File: src/rtl/imem_access_ctrl_pkg.sv
// Shared types and constants for the instruction-memory access controller.
// Holds the controller state encoding, the fault/NOP word and default geometry.
package imem_access_ctrl_pkg;

  typedef enum logic [1:0] {
    ST_BOOT = 2'd0,
    ST_LOAD = 2'd1,
    ST_RUN  = 2'd2
  } imem_state_e;

  localparam logic [31:0] NOP_WORD         = 32'h0;
  localparam int          MEM_BYTES_DEF    = 72;
  localparam int          ADDR_W_DEF       = 7;
  localparam int          STARVE_LIMIT_DEF = 4;

  // A 4-byte word starting at addr lies entirely inside a mem_bytes array.
  function automatic logic word_in_range(input logic [31:0] addr, input int mem_bytes);
    return addr <= 32'(mem_bytes - 4);
  endfunction

endpackage

File: src/rtl/imem_access_ctrl_rd_arbiter.sv
// Fetch/debug read-port arbiter: combinational grants, fetch-first with a starvation guard.
// A pending debug request that loses STARVE_LIMIT times in a row wins the following cycle.
module imem_rd_arbiter #(
  parameter int STARVE_LIMIT = 4
) (
  input  logic clk,
  input  logic rst,
  input  logic en_i,
  input  logic fetch_req_i,
  input  logic dbg_req_i,
  output logic fetch_gnt_o,
  output logic dbg_gnt_o
);

  localparam int CNT_W = $clog2(STARVE_LIMIT + 1);

  logic [CNT_W-1:0] starve_cnt_q;
  logic [CNT_W-1:0] starve_cnt_d;
  logic             starve_hit;

  assign starve_hit  = (starve_cnt_q == CNT_W'(STARVE_LIMIT));
  assign dbg_gnt_o   = en_i && dbg_req_i && (!fetch_req_i || starve_hit);
  assign fetch_gnt_o = en_i && fetch_req_i && !dbg_gnt_o;

  // Count only cycles where debug is waiting and fetch took the port.
  always_comb begin
    starve_cnt_d = '0;
    if (en_i && dbg_req_i && fetch_gnt_o) begin
      starve_cnt_d = starve_cnt_q + CNT_W'(1);
    end
  end

  always_ff @(posedge clk or negedge rst) begin
    if (!rst) begin
      starve_cnt_q <= '0;
    end else begin
      starve_cnt_q <= starve_cnt_d;
    end
  end

endmodule

File: src/rtl/imem_access_ctrl.sv
// Instruction-memory port owner: boot-time byte loader, then fetch/debug read arbitration.
// Reads return one cycle after grant; loader is throttled only by ld_ready (high throughout LOAD).
module imem_access_ctrl
  import imem_access_ctrl_pkg::*;
#(
  parameter int MEM_BYTES    = MEM_BYTES_DEF,
  parameter int ADDR_W       = ADDR_W_DEF,
  parameter int STARVE_LIMIT = STARVE_LIMIT_DEF
) (
  input  logic              clk,
  input  logic              rst,
  input  logic              ld_valid,
  input  logic [7:0]        ld_data,
  input  logic              ld_last,
  output logic              ld_ready,
  input  logic              reload,
  output logic              core_hold,
  output logic              load_ovf,
  input  logic              fetch_req,
  input  logic [31:0]       fetch_addr,
  output logic              fetch_gnt,
  output logic [31:0]       inst_out,
  output logic              inst_valid,
  output logic              fetch_fault,
  input  logic              dbg_req,
  input  logic [ADDR_W-1:0] dbg_addr,
  output logic              dbg_ack,
  output logic [31:0]       dbg_rdata,
  output logic [ADDR_W-1:0] mem_addr,
  output logic              mem_we,
  output logic [7:0]        mem_wdata,
  input  logic [31:0]       mem_rdata
);

  imem_state_e       state_q;
  logic [ADDR_W-1:0] wr_ptr_q;
  logic [ADDR_W-1:0] wr_ptr_d;

  logic in_load;
  logic arb_en;
  logic ld_acc;
  logic ld_full;
  logic fetch_win;
  logic dbg_win;
  logic fetch_bad;
  logic dbg_ok;

  assign in_load = (state_q == ST_LOAD);
  assign arb_en  = (state_q == ST_RUN) && !reload;

  // wr_ptr parks at MEM_BYTES once full (MEM_BYTES must be below 2**ADDR_W).
  assign ld_ready  = in_load && !reload;
  assign ld_acc    = ld_valid && ld_ready;
  assign ld_full   = (wr_ptr_q == ADDR_W'(MEM_BYTES));
  assign mem_we    = ld_acc && !ld_full;
  assign mem_wdata = ld_data;
  assign wr_ptr_d  = mem_we ? wr_ptr_q + ADDR_W'(1) : wr_ptr_q;

  assign fetch_bad = (fetch_addr[1:0] != 2'b00) || !word_in_range(fetch_addr, MEM_BYTES);
  assign dbg_ok    = word_in_range(32'(dbg_addr), MEM_BYTES);

  imem_rd_arbiter #(
    .STARVE_LIMIT (STARVE_LIMIT)
  ) u_arb (
    .clk         (clk),
    .rst         (rst),
    .en_i        (arb_en),
    .fetch_req_i (fetch_req),
    .dbg_req_i   (dbg_req),
    .fetch_gnt_o (fetch_win),
    .dbg_gnt_o   (dbg_win)
  );

  assign fetch_gnt = fetch_win;

  always_comb begin
    mem_addr = fetch_addr[ADDR_W-1:0];
    if (in_load) begin
      mem_addr = wr_ptr_q;
    end else if (dbg_win) begin
      mem_addr = dbg_addr;
    end
  end

  always_ff @(posedge clk or negedge rst) begin
    if (!rst) begin
      state_q     <= ST_BOOT;
      wr_ptr_q    <= '0;
      core_hold   <= 1'b1;
      load_ovf    <= 1'b0;
      inst_out    <= NOP_WORD;
      inst_valid  <= 1'b0;
      fetch_fault <= 1'b0;
      dbg_ack     <= 1'b0;
      dbg_rdata   <= NOP_WORD;
    end else begin
      inst_valid  <= fetch_win;
      fetch_fault <= fetch_win && fetch_bad;
      dbg_ack     <= dbg_win;
      if (fetch_win) begin
        inst_out <= fetch_bad ? NOP_WORD : mem_rdata;
      end
      if (dbg_win) begin
        dbg_rdata <= dbg_ok ? mem_rdata : NOP_WORD;
      end

      unique case (state_q)
        ST_BOOT: begin
          state_q <= ST_LOAD;
        end
        ST_LOAD: begin
          wr_ptr_q <= wr_ptr_d;
          if (ld_acc && ld_full) begin
            load_ovf <= 1'b1;
          end
          if (ld_acc && ld_last) begin
            state_q   <= ST_RUN;
            core_hold <= 1'b0;
          end
        end
        ST_RUN: begin
          state_q <= ST_RUN;
        end
        default: begin
          state_q <= ST_BOOT;
        end
      endcase

      // Reload overrides everything: rewind the loader and re-hold the core.
      if (reload) begin
        state_q   <= ST_BOOT;
        wr_ptr_q  <= '0;
        load_ovf  <= 1'b0;
        core_hold <= 1'b1;
      end
    end
  end

endmodule

File: config.mk
export PLATFORM = sky130hd
export DESIGN_NAME = imem_access_ctrl
export DESIGN_NICKNAME = d
export VERILOG_FILES = /design/src/rtl/imem_access_ctrl_pkg.sv /design/src/rtl/imem_access_ctrl_rd_arbiter.sv /design/src/rtl/imem_access_ctrl.sv
export SDC_FILE = /design/constraint.sdc
export NUM_CORES = 1
export LEC_CHECK = 0
export CORE_UTILIZATION = 42
export CTS_BUF_LIST = sky130_fd_sc_hd__clkbuf_2 sky130_fd_sc_hd__clkbuf_4 sky130_fd_sc_hd__clkbuf_8
export DETAILED_ROUTE_END_ITERATION = 8
export GPL_ROUTABILITY_DRIVEN = 1
export PLACE_DENSITY = 0.82
export SYNTH_ARGS = -nofsm -noshare
export SYNTH_HDL_FRONTEND = slang
export SYNTH_SLANG_ARGS = --single-unit
File: constraint.sdc
create_clock -name clk -period 2.4 [get_ports clk]
set_input_delay 0.48 -clock clk [delete_from_list [all_inputs] [get_ports clk]]
set_output_delay 0.48 -clock clk [all_outputs]
set_load 0.005 [all_outputs]
==> flow_summary.json, run 1 <==
{
  "status": "finished clean",
  "crit_family": "buffers and inverters",
  "holdBufCountCts": 0,
  "yosys_warnings": 0,
  "finalCritPeriodShare": 0.972,
  "slew_headroom": 0.627,
  "grt_pass1_wl_um": 15200,
  "fin_nets": 598,
  "root_buffer": "clkbuf_8",
  "path_max_fanout": 11,
  "diodes": 0,
  "drtPass1Iterations": 4,
  "ys.flop_type": "dfrtp_1",
  "core_um2": 8300,
  "synth.avg_cell_area_um2": 10.6,
  "critical_path_class": "flip-flop to primary output",
  "yosys-top-cells-count": "dfrtp_1, o21ai_0, inv_1, a22o_1, nand4_1",
  "cp_cell_sequence": "inv_1 -> ha_4 -> buf_6 -> nor2b_1 -> clkdlybuf4s50_1",
  "syn_inst": 343,
  "antenna_found_initial": 0,
  "max_cap_violations": 0,
  "fp.dieW_um": 95.2,
  "period_minus_slack_ns": 2.33,
  "instances_no_fill": 614,
  "ir_drop_v": 0.000359,
  "totalWireLength_um": 9720,
  "dp.final_hpwl_um": 6800,
  "dr_total_vias": 3265,
  "clock_path_buffers": 2,
  "design.die.area_um2": 9060,
  "skew_ns": 0.0103,
  "slew_viol_final": 0,
  "syn_nets": 436,
  "htreeDepth": 3,
  "grt_pass1_vias": 3187,
  "io_buffers": 156,
  "worstPathArrival_ns": 1.85,
  "overflow": 0,
  "slowest_delay_ns": 0.51,
  "pwr_density_cell_nw_per_um2": 841,
  "dpl.cell_count": 589,
  "synth_top_area_share": 0.549,
  "ys_seq_area_frac": 0.556,
  "hold_violations": 0,
  "cts.sinks": 81,
  "area_growth_pct": 53.7,
  "ys_ff_latch": 81,
  "worst_pin_slew_ns": 0.560,
  "synth_cell_types": 35,
  "fmax_mhz": 429,
  "synth_area_leaders": "dfrtp_1, a22o_1, o21ai_0",
  "cts_tree": "done",
  "finalSetupTns_ns": 0,
  "postRouteAntennaNets": 0,
  "first_iter_violations": 135,
  "cts.clk_slew.worst_paths_ns": 0.09,
  "synth.most_common_cell": "dfrtp_1",
  "synthArstFlopShare": 1.00,
  "startpoint_type": "flip-flop",
  "worstSetupEndpointType": "primary output",
  "setup_viol": 0,
  "start_util": 0.440,
  "total_power_mw": 4.72,
  "die_y_um": 95.2,
  "r2r-start": "u_arb.starve_cnt_q[0]$_DFF_PN0_",
  "yosys.area.top_type": "dfrtp_1",
  "r2r_slack_ns": 0.56,
  "rows": 33,
  "r2r-end": "inst_out[5]$_DFFE_PN0N_",
  "critPathBufInv": 3,
  "finalInstanceArea_um2": 5610,
  "wl_per_cell_um": 15.8,
  "clock_latency_ns": 0.34,
  "grtUsageTotal": 0.218,
  "ios": 173,
  "route.detailed.drc": 0,
  "rsz0062_at_grt": "yes",
  "synth_edf_count": 0,
  "drive_gt1_frac": 0.120,
  "grt_max_degree": 67,
  "place.gp.congestion": 0.830,
  "ff2ff_path_depth": 7,
  "critPathSlowestCell": "clkdlybuf4s50_1",
  "drt-vias-per-instance": 5.32,
  "worstPathRequired_ns": 1.92,
  "cts_buffers": 9,
  "synth.cell_area_um2": 3650,
  "hold_class": "primary input to asynchronous set/reset pin",
  "post_dp_cell_area_um2": 5350,
  "leakagePower_nw": 2.45
}
-- report_power, final --
group          internal [mW]  switching, mW
logic                   1.14          0.626
clock network          0.502          0.473
registers               1.75          0.228
total                   3.39           1.33
-- how the worst max path moves through the flow --
stage,start,endpoint,depth (start not counted)
after floorplan,state_q[0]$_DFFE_PN0P_,mem_addr[0],8
after global placement,dbg_req,mem_addr[1],7
after detailed placement,dbg_req,mem_addr[0],7
after CTS,state_q[0]$_DFFE_PN0P_,mem_addr[6],8
after global routing,state_q[1]$_DFFE_PN0P_,ld_ready,5
final,state_q[1]$_DFFE_PN0P_,ld_ready,5
-- metal layers --
metal,GRT usage,wire (um),vias to the layer above
li1,-,-,1534
met4,0.0745,105,0
met2,0.361,4720,150
met1,0.283,4190,1569
met5,0,0,-
met3,0.0455,708,12
-- cell type report --
cell class	instances	area, um^2
fillers	622	2690
flip-flops and latches	81	2030
repair buffers	184	1780
multi-input cells	189	1320
inverters	40	150
clock buffers	10	138
well taps	105	131
clock inverters	5	56.3
-- cells by family (layout without fill, tap and decap cells) --
group / count (synthesis) / after routing / synth area share
muxes: 10 / 10 / 0.0274
buffers and inverters: 74 / 239 / 0.0998
DFF: 81 / 81 / 0.556
xor gates and xnor gates: 5 / 5 / 0.0120
AOI/OAI and AO/OA: 84 / 85 / 0.158
adders and majority gates: 7 / 7 / 0.0240
and+or+nand+nor: 82 / 82 / 0.123
-- registers in the layout, summed over array words and instances, names as in the netlist --
name,cells
u_arb.starve_cnt_q,3
inst_valid,1
dbg_ack,1
fetch_fault,1
load_ovf,1
dbg_rdata,32
core_hold,1
wr_ptr_q,7
inst_out,32
state_q,2
-- through the flow --
| stage | hold WS, ns | setup slack [ns] | utilization |
|---|---|---|---|
| 5_1_grt | 0.0747 | -0.0278 | 0.676 |
| 2_1_floorplan | 0.184 | 0.420 | - |
| 3_5_place_dp | 0.440 | -0.465 | 0.644 |
| 6_report | 0.0592 | 0.0665 | 0.676 |
| 4_1_cts | 0.0575 | -0.0680 | 0.668 |
| 3_3_place_gp | 0.437 | -0.364 | 0.644 |
-- layout by cell type, fill, tap and decap left out, types with 10 or more instances in the layout --
cell type        count
inv_1               39
clkdlybuf4s50_1    144
a22o_1              32
mux2i_1             10
o21ai_0             34
dfrtp_1             80
nor2_1              12
buf_4               24
nand2_1             16
nand4_1             32
clkbuf_8            10
-- timing repair --
action / 4_1_cts / 5_1_grt
gates cloned: 0 / 1
setup buffers: 2 / 8
pin swaps: 3 / 2
gates resized for setup: 42 / 6
endpoints found under the setup margin: 10 / 8
No activity file was read; power rests on OpenSTA's default activity.
==> run 2: changes to the inputs <==
--- a/config.mk
+++ b/config.mk
@@ -5,6 +5,7 @@
 export SDC_FILE = /design/constraint.sdc
 export NUM_CORES = 1
 export LEC_CHECK = 0
+export CORE_ASPECT_RATIO = 2
 export CORE_UTILIZATION = 42
 export CTS_BUF_LIST = sky130_fd_sc_hd__clkbuf_2 sky130_fd_sc_hd__clkbuf_4 sky130_fd_sc_hd__clkbuf_8
 export DETAILED_ROUTE_END_ITERATION = 8
==> run 2 against run 1 <==
  * Clock skew is 0.0024 ns lower
  * Core utilization is 1.1 points lower
  * Global-route usage is 2.8 points higher
  * Power is 1.3% lower
==> flow_summary.json, run 2 (same netlist as run 1, synthesis figures left out) <==
{
  "status": "finished clean",
  "slew_headroom": 0.624,
  "wl_per_cell_um": 17.7,
  "overflow": 0,
  "dp.final_hpwl_um": 7750,
  "setup_viol": 0,
  "pwr_density_cell_nw_per_um2": 839,
  "totalWireLength_um": 10600,
  "root_buffer": "clkbuf_8",
  "drt-vias-per-instance": 5.46,
  "path_max_fanout": 5,
  "power_frac_comb": 0.373,
  "grt_use_met1": 0.248,
  "design.die.area_um2": 9090,
  "clockPowerShare": 0.203,
  "start_util": 0.437,
  "grt_use_met3": 0.0391,
  "dr_total_vias": 3284,
  "io_buffers": 156,
  "htreeDepth": 3,
  "cts.clk_slew.worst_paths_ns": 0.08,
  "worst_pin_slew_ns": 0.557,
  "cts.sinks": 81,
  "p_int_mw": 3.34,
  "core_um2": 8350,
  "route.detailed.drc": 0,
  "critical_path_class": "flip-flop to primary output",
  "first_iter_violations": 215,
  "fmax_mhz": 428,
  "antenna_found_initial": 0,
  "area_growth_pct": 52.1,
  "leakagePower_nw": 2.44,
  "finalSetupTns_ns": 0,
  "slew_viol_final": 0,
  "worstPathArrival_ns": 1.86,
  "grt_pass1_vias": 3465,
  "finalCritPeriodShare": 0.974,
  "worstSetupEndpointType": "primary output",
  "grtUsageTotal": 0.246,
  "fp.dieW_um": 67.9,
  "cts_buffers": 9,
  "die_y_um": 134,
  "ios": 173,
  "switching_share": 0.283,
  "period_minus_slack_ns": 2.34,
  "grt_max_degree": 67,
  "met2_usage": 0.446,
  "hold_class": "primary input to asynchronous set/reset pin",
  "p_seq_frac": 0.424,
  "startpoint_type": "flip-flop",
  "rsz0062_at_grt": "yes",
  "clock_path_buffers": 2,
  "worstPathRequired_ns": 1.92,
  "hold_violations": 0,
  "layout_commonest_cell": "clkdlybuf4s50_1",
  "cts_tree": "done",
  "place.gp.congestion": 0.813,
  "final_cell_mix": "clkdlybuf4s50_1, dfrtp_1, inv_1",
  "hold_slack_ns": 0.0967,
  "holdBufCountCts": 0,
  "rows": 47,
  "power_switching_mw": 1.32,
  "ir_drop_v": 0.000545,
  "largestRegisters": "dbg_rdata x32, inst_out x32, wr_ptr_q x7",
  "clock_latency_ns": 0.34,
  "max_cap_violations": 0,
  "drtPass1Iterations": 4,
  "grt_busiest_layer": "met2",
  "drive_gt1_frac": 0.113,
  "postRouteAntennaNets": 0,
  "diodes": 0,
  "grt_pass1_wl_um": 16500,
  "fin_nets": 592,
  "skew_ns": 0.00789
}
[run 2: final timing paths]
path                            slack (ns)  cells after the start                              end                            start
worst min register to register        0.48                      1  u_arb.starve_cnt_q[0]$_DFF_PN0_  u_arb.starve_cnt_q[0]$_DFF_PN0_
min in group clk                      0.48                      1  u_arb.starve_cnt_q[0]$_DFF_PN0_  u_arb.starve_cnt_q[0]$_DFF_PN0_
worst max-delay path                  0.06                      7                      mem_addr[6]           state_q[0]$_DFFE_PN0P_
max in group asynchronous             1.68                      2        dbg_rdata[26]$_DFFE_PN0P_                              rst
worst max register to register        0.52                      7         dbg_rdata[5]$_DFFE_PN0P_           state_q[0]$_DFFE_PN0P_
worst min-delay path                   0.1                      1  u_arb.starve_cnt_q[1]$_DFF_PN0_                              rst
[run 2: per-stage QoR]
stage | cell area, um^2 | power [mW] | instances | util | setup WS (ns)
3_5_place_dp | 5340 | 3.71 | 582 | 0.639 | -0.484
2_1_floorplan | 3650 | 2.49 | 343 | - | 0.420
5_1_grt | 5550 | 4.94 | 601 | 0.664 | -0.0729
3_3_place_gp | 5340 | 3.64 | 582 | 0.639 | -0.386
4_1_cts | 5520 | 4.67 | 598 | 0.661 | 0.00418
6_report | 5550 | 4.66 | 601 | 0.664 | 0.0631
[run 2: routing by layer]
| metal | routed length (um) | vias to the layer above |
|---|---|---|
| met5 | 0 | - |
| met4 | 595 | 0 |
| met3 | 531 | 43 |
| met2 | 6000 | 150 |
| met1 | 3510 | 1574 |
| li1 | - | 1517 |
[run 2: layout make-up]
class / instances / area, um^2
clock buffer: 11 / 139
clock inverter: 4 / 45.0
fill: 667 / 2800
inverter: 40 / 150
multi-input combinational: 189 / 1320
sequential: 81 / 2030
tap: 98 / 123
timing repair buffer: 178 / 1740
[run 2: worst max-delay path, cell delays in order, from the launching register on]
cell	delay (ns)
dfrtp_1	0.39
inv_2	0.08
ha_4	0.13
and3b_2	0.22
a21bo_4	0.28
mux2i_1	0.13
o21ai_1	0.14
buf_2	0.13
[run 2: repair_timing]
| item | 4_1_cts | 5_1_grt |
|---|---|---|
| cloned | 0 | 1 |
| endpoints found under the hold margin | 0 | 0 |
| pin swaps | 4 | 6 |
| buffers inserted | 2 | 2 |
| gates resized for setup | 44 | 8 |
| setup endpoints to repair | 9 | 5 |
[run 2: power by group through the flow]
stage	logic, mW	clock network (mW)	registers [mW]
global route	1.89	1.03	2.02
floorplan	0.484	0	2.00
finish	1.74	0.945	1.97
detailed placement	1.71	0	2.00
CTS	1.73	0.971	1.97
global placement	1.66	0	1.98
==> run 3: changes to the inputs <==
--- a/config.mk
+++ b/config.mk
@@ -6,11 +6,11 @@
 export NUM_CORES = 1
 export LEC_CHECK = 0
 export CORE_ASPECT_RATIO = 2
-export CORE_UTILIZATION = 42
+export CORE_UTILIZATION = 38
 export CTS_BUF_LIST = sky130_fd_sc_hd__clkbuf_2 sky130_fd_sc_hd__clkbuf_4 sky130_fd_sc_hd__clkbuf_8
 export DETAILED_ROUTE_END_ITERATION = 8
 export GPL_ROUTABILITY_DRIVEN = 1
-export PLACE_DENSITY = 0.82
+export PLACE_DENSITY = 0.78
 export SYNTH_ARGS = -nofsm -noshare
 export SYNTH_HDL_FRONTEND = slang
 export SYNTH_SLANG_ARGS = --single-unit
==> constraint.sdc (replaced) <==
create_clock -name clk -period 2.05 [get_ports clk]
set_input_delay 0.41 -clock clk [delete_from_list [all_inputs] [get_ports clk]]
set_output_delay 0.41 -clock clk [all_outputs]
set_load 0.005 [all_outputs]
==> run 3 against run 2 <==
  * The run now ends with design-rule violations, negative setup slack left
  * Core utilization down 5.2 points
  * Wire length increased by 6.4%
  * Clock-buffer cell count fell by 1
  * Highest routed layer unchanged
  * Power increased by 18%
==> flow_summary.json, run 3 (same netlist as run 1, synthesis figures left out) <==
{
  "setup_viol": 8,
  "core_um2": 9320,
  "rows": 50,
  "period_minus_slack_ns": 2.29,
  "ff2ff_path_depth": 9,
  "start_util": 0.391,
  "finalSetupTns_ns": -1.59,
  "fillers": 782,
  "cts_buffers": 9,
  "power_switching_mw": 1.64,
  "slew_viol_final": 0,
  "clock_path_buffers": 2,
  "grt_pass1_vias": 3516,
  "worst_pin_slew_ns": 0.499,
  "grt_max_degree": 67,
  "cts_tree": "done",
  "worstSetupEndpointType": "primary output",
  "p_int_mw": 3.88,
  "switching_share": 0.297,
  "layout_commonest_cell": "clkdlybuf4s50_1",
  "place_ws_ns": -0.655,
  "worstPathArrival_ns": 1.88,
  "postRouteAntennaNets": 0,
  "largestRegisters": "dbg_rdata x32, inst_out x32, wr_ptr_q x7",
  "drt-vias-per-instance": 5.44,
  "totalWireLength_um": 11300,
  "clockPowerShare": 0.189,
  "hold_violations": 0,
  "clock_latency_ns": 0.35,
  "design.die.area_um2": 10000,
  "violations": "design-rule violations, negative setup slack",
  "htreeDepth": 3,
  "critical_path_class": "flip-flop to primary output",
  "diodes": 0,
  "power_frac_comb": 0.391,
  "antenna_found_initial": 0,
  "grtUsageTotal": 0.231,
  "leakagePower_nw": 2.50,
  "first_iter_violations": 225,
  "finalCritPeriodShare": 1.12,
  "slew_headroom": 0.664,
  "overflow": 0,
  "dr_total_vias": 3403,
  "pwr_density_cell_nw_per_um2": 966,
  "total_power_mw": 5.52,
  "path_max_fanout": 4,
  "startpoint_type": "flip-flop",
  "max_cap_violations": 0,
  "dp.final_hpwl_um": 8180,
  "dpl.cell_count": 601,
  "route.detailed.drc": 12,
  "cts.sinks": 81,
  "die_y_um": 141,
  "worstPathRequired_ns": 1.64,
  "wl_per_cell_um": 18.1,
  "place.gp.congestion": 0.804,
  "instances_no_fill": 625,
  "final_cell_mix": "clkdlybuf4s50_1, dfrtp_1, inv_1",
  "setup_slack_ns": -0.240,
  "root_buffer": "clkbuf_8",
  "fp.dieW_um": 71.3,
  "fmax_mhz": 437,
  "hold_class": "primary input to asynchronous set/reset pin",
  "rsz0062_at_grt": "yes",
  "grt_pass1_wl_um": 17900,
  "cts.clk_slew.worst_paths_ns": 0.09,
  "status": "finished, violations left",
  "r2r_slack_ns": 0.08,
  "drtPass1Iterations": 9,
  "drive_gt1_frac": 0.155,
  "ir_drop_v": 0.000644,
  "ios": 173,
  "fin_nets": 610,
  "skew_ns": 0.0138,
  "io_buffers": 156,
  "r2r-start": "state_q[1]$_DFFE_PN0P_",
  "area_growth_pct": 56.6,
  "p_seq_frac": 0.419,
  "r2r-end": "state_q[1]$_DFFE_PN0P_"
}
## run 3: through the flow
step / instance area, um^2 / hold WS, ns / utilization
after detailed placement: 5440 / 0.336 / 0.584
after global placement: 5440 / 0.333 / 0.584
after CTS: 5680 / 0.503 / 0.609
after global routing: 5710 / 0.520 / 0.613
after floorplan: 3650 / 0.114 / -
final: 5710 / 0.507 / 0.613
## run 3: how the worst max path moves through the flow
stage,from,to,slack (ns),cells after the start
2_1_floorplan,state_q[0]$_DFFE_PN0P_,mem_addr[0],0.14,8
3_3_place_gp,dbg_req,mem_addr[5],-0.59,7
3_5_place_dp,dbg_req,mem_addr[0],-0.65,7
4_1_cts,state_q[0]$_DFFE_PN0P_,mem_addr[0],-0.25,8
5_1_grt,state_q[0]$_DFFE_PN0P_,mem_addr[5],-0.31,7
6_report,state_q[1]$_DFFE_PN0P_,mem_addr[2],-0.24,6
## run 3: worst max-delay path, stage by stage (launching register included)
cell and delay [ns]:
dfrtp_1 0.43, ha_4 0.17, and3b_2 0.22, a21bo_2 0.29, mux2i_1 0.22, o21ai_1 0.07
buf_2 0.12
## run 3: cell type report
type                       instances  area [um^2]  share of cell area
clock buffer                      10          138              0.0241
tap                              104          130              0.0228
timing repair buffer             196         1880               0.330
clock inverter                     5         32.5             0.00570
multi-input combinational        189         1350               0.236
inverter                          40          153              0.0267
sequential                        81         2030               0.355
## run 3: power groups by stage
stage               logic (mW)  clock network, mW  registers [mW]
floorplan                0.566                  0            2.35
global placement          1.99                  0            2.32
CTS                       2.14               1.06            2.31
detailed placement        2.05                  0            2.34
finish                    2.16               1.04            2.31
global route              2.33               1.14            2.36
## run 3: routing by layer
| metal | GRT usage | vias up | wire length, um |
|---|---|---|---|
| met5 | 0 | - | 0 |
| li1 | - | 1555 | - |
| met4 | 0.116 | 0 | 479 |
| met2 | 0.429 | 135 | 6320 |
| met3 | 0.0393 | 32 | 499 |
| met1 | 0.245 | 1681 | 4010 |
## run 3: timing repair
| action | CTS | global route |
|---|---|---|
| setup endpoints to repair | 10 | 42 |
| endpoints found under the hold margin | 23 | 0 |
| buffers inserted | 7 | 1 |
| pin swaps | 4 | 9 |
| resized for setup | 57 | 13 |
| hold buffers | 1 | 0 |
| cloned | 0 | 1 |
